===== src/rtl/clock_phase_gen_if.sv =====
// Run/step control and phase-clock outputs of clock_phase_gen.
// The controller side uses master and clock_phase_gen uses slave.
interface clock_phase_gen_if;
    logic run;
    logic step;
    logic cpu_phi;
    logic mem_phi;
    logic vid_phi;
    logic cpu_rise;
    logic cpu_fall;
    logic halted;

    modport master (
        output run,
        output step,
        input  cpu_phi,
        input  mem_phi,
        input  vid_phi,
        input  cpu_rise,
        input  cpu_fall,
        input  halted
    );

    modport slave (
        input  run,
        input  step,
        output cpu_phi,
        output mem_phi,
        output vid_phi,
        output cpu_rise,
        output cpu_fall,
        output halted
    );
endinterface


===== src/rtl/clock_phase_gen.sv =====
// Generates CPU, memory and video phase clocks from CLOCK_50. It supports
// free-running, halt at a cpu_phi falling boundary, and single-cycle stepping.
module clock_phase_gen #(
    parameter int unsigned HALF_PERIOD = 400,
    parameter int unsigned MEM_RATIO   = 4,
    parameter int unsigned VID_RATIO   = 1
) (
    input  logic               CLOCK_50,
    input  logic               reset_n,
    clock_phase_gen_if.slave   bus
);

    localparam int unsigned MEM_DIV = HALF_PERIOD / MEM_RATIO;
    localparam int unsigned CNT_W   = $clog2(HALF_PERIOD);
    localparam int unsigned MCNT_W  = (MEM_DIV > 1) ? $clog2(MEM_DIV) : 1;
    localparam int unsigned VCNT_W  = (VID_RATIO > 1) ? $clog2(VID_RATIO) : 1;

    // Reject parameter sets that cannot produce aligned phase clocks.
    if (HALF_PERIOD < 2 || MEM_RATIO == 0 || (HALF_PERIOD % MEM_RATIO) != 0
        || VID_RATIO < 1) begin : g_bad_params
        $error("clock_phase_gen: illegal HALF_PERIOD/MEM_RATIO/VID_RATIO");
    end

    typedef enum logic [1:0] {
        S_RUN   = 2'd0,
        S_DRAIN = 2'd1,
        S_HALT  = 2'd2,
        S_STEP  = 2'd3
    } state_t;

    state_t              r_state;
    state_t              w_state_nxt;
    logic                r_halted;

    logic [CNT_W-1:0]    r_cnt;
    logic [MCNT_W-1:0]   r_mcnt;
    logic [VCNT_W-1:0]   r_vcnt;
    logic                r_cpu_phi;
    logic                r_mem_phi;
    logic                r_vid_phi;
    logic                r_cpu_rise;
    logic                r_cpu_fall;

    logic                w_adv;
    logic                w_cnt_wrap;
    logic                w_cpu_tog;
    logic                w_mem_tog;
    logic                w_vid_wrap;
    logic                w_fall_edge;

    // The memory sub-counter divides HALF_PERIOD exactly, so it stays
    // aligned with cnt and wraps on every cpu_phi toggle.
    assign w_adv       = (r_state != S_HALT);
    assign w_cnt_wrap  = (r_cnt == CNT_W'(HALF_PERIOD - 1));
    assign w_cpu_tog   = w_adv & w_cnt_wrap;
    assign w_mem_tog   = w_adv & (r_mcnt == MCNT_W'(MEM_DIV - 1));
    assign w_vid_wrap  = (r_vcnt == VCNT_W'(VID_RATIO - 1));
    assign w_fall_edge = w_cpu_tog & r_cpu_phi;

    // State register.
    always_ff @(posedge CLOCK_50) begin
        if (!reset_n) begin
            r_state  <= S_RUN;
            r_halted <= 1'b0;
        end else begin
            r_state  <= w_state_nxt;
            r_halted <= (w_state_nxt == S_HALT);
        end
    end

    // Next-state logic. A halt is allowed only on a cpu_phi 1 -> 0 boundary.
    always_comb begin
        w_state_nxt = r_state;
        case (r_state)
            S_RUN: begin
                if (!bus.run) w_state_nxt = S_DRAIN;
            end
            S_DRAIN: begin
                if (bus.run)          w_state_nxt = S_RUN;
                else if (w_fall_edge) w_state_nxt = S_HALT;
            end
            S_HALT: begin
                if (bus.run)       w_state_nxt = S_RUN;
                else if (bus.step) w_state_nxt = S_STEP;
            end
            S_STEP: begin
                if (w_fall_edge) w_state_nxt = S_HALT;
            end
            default: w_state_nxt = S_RUN;
        endcase
    end

    // Phase counters and clocks. Every value holds while the state is HALT.
    always_ff @(posedge CLOCK_50) begin
        if (!reset_n) begin
            r_cnt      <= '0;
            r_mcnt     <= '0;
            r_vcnt     <= '0;
            r_cpu_phi  <= 1'b0;
            r_mem_phi  <= 1'b1;
            r_vid_phi  <= 1'b1;
            r_cpu_rise <= 1'b0;
            r_cpu_fall <= 1'b0;
        end else begin
            r_cpu_rise <= w_cpu_tog & ~r_cpu_phi;
            r_cpu_fall <= w_fall_edge;
            if (w_adv) begin
                r_cnt  <= w_cnt_wrap ? '0 : r_cnt + CNT_W'(1);
                r_mcnt <= (w_mem_tog || w_cnt_wrap) ? '0 : r_mcnt + MCNT_W'(1);
            end
            if (w_mem_tog) begin
                r_mem_phi <= ~r_mem_phi;
            end
            if (w_cpu_tog) begin
                r_cpu_phi <= ~r_cpu_phi;
                r_vcnt    <= w_vid_wrap ? '0 : r_vcnt + VCNT_W'(1);
                if (w_vid_wrap) begin
                    r_vid_phi <= ~r_vid_phi;
                end
            end
        end
    end

    assign bus.cpu_phi  = r_cpu_phi;
    assign bus.mem_phi  = r_mem_phi;
    assign bus.vid_phi  = r_vid_phi;
    assign bus.cpu_rise = r_cpu_rise;
    assign bus.cpu_fall = r_cpu_fall;
    assign bus.halted   = r_halted;

endmodule

===== src/flat_wrapper.sv =====
// flat-port wrapper written by rule: the top's interface ports become plain ports
module clock_phase_gen_flat 
#(
    parameter int unsigned HALF_PERIOD = 400,
    parameter int unsigned MEM_RATIO   = 4,
    parameter int unsigned VID_RATIO   = 1
)
  (CLOCK_50, reset_n, bus_run, bus_step, bus_cpu_phi, bus_mem_phi, bus_vid_phi, bus_cpu_rise, bus_cpu_fall, bus_halted);
  clock_phase_gen_if bus_i ();
  input  logic CLOCK_50;
  input  logic reset_n;
  input wire logic [$bits(bus_i.run)-1:0] bus_run;
  input wire logic [$bits(bus_i.step)-1:0] bus_step;
  output wire logic [$bits(bus_i.cpu_phi)-1:0] bus_cpu_phi;
  output wire logic [$bits(bus_i.mem_phi)-1:0] bus_mem_phi;
  output wire logic [$bits(bus_i.vid_phi)-1:0] bus_vid_phi;
  output wire logic [$bits(bus_i.cpu_rise)-1:0] bus_cpu_rise;
  output wire logic [$bits(bus_i.cpu_fall)-1:0] bus_cpu_fall;
  output wire logic [$bits(bus_i.halted)-1:0] bus_halted;
  assign bus_i.run = bus_run;
  assign bus_i.step = bus_step;
  assign bus_cpu_phi = bus_i.cpu_phi;
  assign bus_mem_phi = bus_i.mem_phi;
  assign bus_vid_phi = bus_i.vid_phi;
  assign bus_cpu_rise = bus_i.cpu_rise;
  assign bus_cpu_fall = bus_i.cpu_fall;
  assign bus_halted = bus_i.halted;
  clock_phase_gen #(.HALF_PERIOD(HALF_PERIOD), .MEM_RATIO(MEM_RATIO), .VID_RATIO(VID_RATIO)) u_core (.CLOCK_50(CLOCK_50), .reset_n(reset_n), .bus(bus_i));
endmodule

===== config.mk =====
export PLATFORM = sky130hd
export DESIGN_NAME = clock_phase_gen_flat
export DESIGN_NICKNAME = d
export VERILOG_FILES = /design/src/rtl/clock_phase_gen_if.sv /design/src/rtl/clock_phase_gen.sv /design/src/flat_wrapper.sv
export SDC_FILE = /design/constraint.sdc
export NUM_CORES = 1
export LEC_CHECK = 0
export BUFFER_PORTS_ARGS = -buffer_cell sky130_fd_sc_hd__clkbuf_2
export CAP_MARGIN = 20
export CELL_PAD_IN_SITES_DETAIL_PLACEMENT = 0
export CELL_PAD_IN_SITES_GLOBAL_PLACEMENT = 1
export CORE_MARGIN = 1
export CORE_UTILIZATION = 30
export DETAILED_ROUTE_END_ITERATION = 16
export PLACE_DENSITY_LB_ADDON = 0.1
export SYNTH_ARGS = -nofsm -noshare
export SYNTH_HDL_FRONTEND = slang
export SYNTH_SLANG_ARGS = --single-unit

===== constraint.sdc =====
create_clock -name CLOCK_50 -period 3.5 [get_ports CLOCK_50]
set_input_delay 0.175 -clock CLOCK_50 [delete_from_list [all_inputs] [get_ports CLOCK_50]]
set_output_delay 0.175 -clock CLOCK_50 [all_outputs]
set_load 0.01 [all_outputs]

==> results.tsv <==
stage	metric	value	unit
drt	vias_per_cell	4.75	
global_routing	grt-ovfl-total	0	
clock_tree	cts_tree	yes	
logic_synthesis	synthArstFlopShare	0	%
logic_synthesis	syn_nets	117	
timing	fin_crit_sh	56.5	%
floorplanning	core	3150	sq um
clock_tree	cts-root-buf	clkbuf_4	
layout	fin_nets	129	
place	port_buffers	9	
global_routing	grt_pass1_wl	3.39	mm
timing	setup_viol	0	
timing	fin_skew	0.00406	ns
logic_synthesis	yosysUniqueCellTypes	28	
clock_tree	cts_buffers	3	
floorplanning	start_util	32.5	%
worst_setup_path	path_class	register to register	
worst_setup_path	arrival	2.22	ns
logic_synthesis	yosys.area.top_type	dfxtp_1	
timing	slew_headroom	33.1	%
logic_synthesis	ys_ff_latch	24	
drt	dr.first_iter.drc_count	30	
clock_tree	h-tree-depth	1	
floorplanning	dieArea	3650	sq um
drt	ant_nets	0	
layout	final_cell_mix	dfxtp_1, nor2_1, nand2_1	
global_routing	track_usage	12.8	%
logic_synthesis	synthFlopType	dfxtp_1	
drt	first_pass_iters	4	
clock_tree	cts_buffer_depth	2	
clock_tree	clk_latency	0.30	ns
global_routing	grt_pass1_vias	728	
clock_tree	postCtsSetupBuffers	0	
place	gp_congestion	0.711	
timing	fmax	506	MHz
layout	fin_util	36.2	%
worst_setup_path	crit_path_start_kind	register	
logic_synthesis	syn_area	1020	sq um
logic_synthesis	netlist_instances	111	
logic_synthesis	yosys_warnings	0	
power_and_ir_drop	power_density	375	nW/um^2
clock_tree	hold_buffers	0	
worst_setup_path	cp_max_fo	13	
run_status	status	finished clean	
global_routing	grt_max_degree	14	
clock_tree	cts_resized	0	
logic_synthesis	synthTopCellsByArea	dfxtp_1, xnor2_1, nor2_1	
clock_tree	clk_pin_slew	0.13	ns
floorplanning	die_w	60.4	um
floorplanning	top_level_ports	10	
drt	avgRoutedWirePerCell	12.4	um
logic_synthesis	yosysSeqAreaShare	46.9	%
drt	wl	2.05	mm
timing	drv_slew	0	
drt	vias	784	
clock_tree	clock_sinks	24	
layout	area_growth	11.2	%
place	hpwl	1.48	mm
power_and_ir_drop	p_leak	0.416	nW
timing	hold_viol	0	
drt	route.detailed.drc	0	
logic_synthesis	synth_top_area_share	46.9	%
timing	tightestPinTransition	1.00	ns
min_path	hp-class	input pin to register	
layout	antennaDiodeCount	0	
timing	tns	0	ns
layout	final_common_cell	dfxtp_1	
global_routing	antenna_found_initial	0	
logic_synthesis	synth_edf_count	0	
worst_setup_path	worstSetupEndpointType	register	
timing	min_period	1.98	ns
floorplanning	die_y	60.4	um
timing	rsz0062_at_grt	no	
logic_synthesis	synth_area_per_cell	9.23	sq um
floorplanning	rows	20	
layout	drive_gt1_share	13.2	%
power_and_ir_drop	peakVddDrop	0.100	mV
worst_setup_path	worst_ep_required_time	3.75	ns
flow_run	drv_cap	0	
## sequential cells by signal, indices dropped and copies added, names as in the netlist
register,cells
u_core.bus.cpu_rise,1
u_core.bus.cpu_phi,1
u_core.bus.halted,1
u_core.r_mcnt,7
u_core.r_state,2
u_core.bus.vid_phi,1
u_core.bus.cpu_fall,1
u_core.r_cnt,9
u_core.bus.mem_phi,1
## final timing paths
check	start	to	slack, ns	depth (start not counted)
setup / recovery	u_core.r_state[1]	u_core.r_mcnt[0]	1.52	4
hold / removal	reset_n	u_core.bus.mem_phi	0.13	2
setup reg to reg	u_core.r_state[1]	u_core.r_mcnt[0]	1.52	4
hold reg to reg	u_core.r_mcnt[1]	u_core.r_mcnt[1]	0.49	2
## routing by layer
layer  vias up  wire length, um  track usage [%]
met3         2               61             2.56
li1        403                -                -
met5         -                0                0
met2        15              908             19.0
met4         0               19             6.82
met1       364             1070             17.5
## metrics by stage
step / instance area (sq um) / power (mW) / hold WS (ns) / worst slack (ns) / std cells
5_1_grt: 1140 / 0.459 / 0.115 / 1.28 / 165
6_report: 1140 / 0.428 / 0.129 / 1.52 / 165
4_1_cts: 1140 / 0.436 / 0.121 / 1.53 / 165
3_5_place_dp: 1120 / 0.315 / 0.455 / 1.55 / 162
2_1_floorplan: 1020 / 0.307 / 0.237 / 1.95 / 111
3_3_place_gp: 1120 / 0.316 / 0.455 / 1.62 / 162
## cells in the mapped netlist (2+ instances only)
library cell   n
dfxtp_1       24
nor2_1        18
nand2_1       14
xnor2_1       10
xor2_1         7
nand4_1        5
nor3_1         3
nor4b_1        3
a21oi_1        2
and3_1         2
clkbuf_1       2
ha_1           2
inv_1          2
nand4b_1       2
nor2b_1        2
## critical path, stage by stage, from the launching register on
cell and delay, ns:
dfxtp_1 0.40, nor2b_1 0.81, nor4b_2 0.20, nand3b_1 0.34, nor2_1 0.15
## report_power, final
part	internal [mW]	total, mW	switching (mW)
logic	0.00974	0.0228	0.0130
clock network	0.0401	0.118	0.0779
registers	0.280	0.287	0.00687
## cell type report
class	instances	area, sq um
fill	337	2010
multi-input combinational	83	529
sequential	24	480
tap	44	55.1
timing repair buffer	9	45.0
clock buffer	3	22.5
inverter	2	7.51
## kinds of logic (layout without fill, tap and decap cells)
family / Yosys count / after routing / share of synthesized area (%)
AOI/OAI and AO/OA: 8 / 8 / 5.98
xor gates and xnor gates: 17 / 17 / 14.5
adders and majority gates: 2 / 2 / 2.44
buffers and inverters: 4 / 14 / 1.47
DFF: 24 / 24 / 46.9
and+or+nand+nor: 56 / 56 / 28.7
Power figures use the tool's default switching activity.
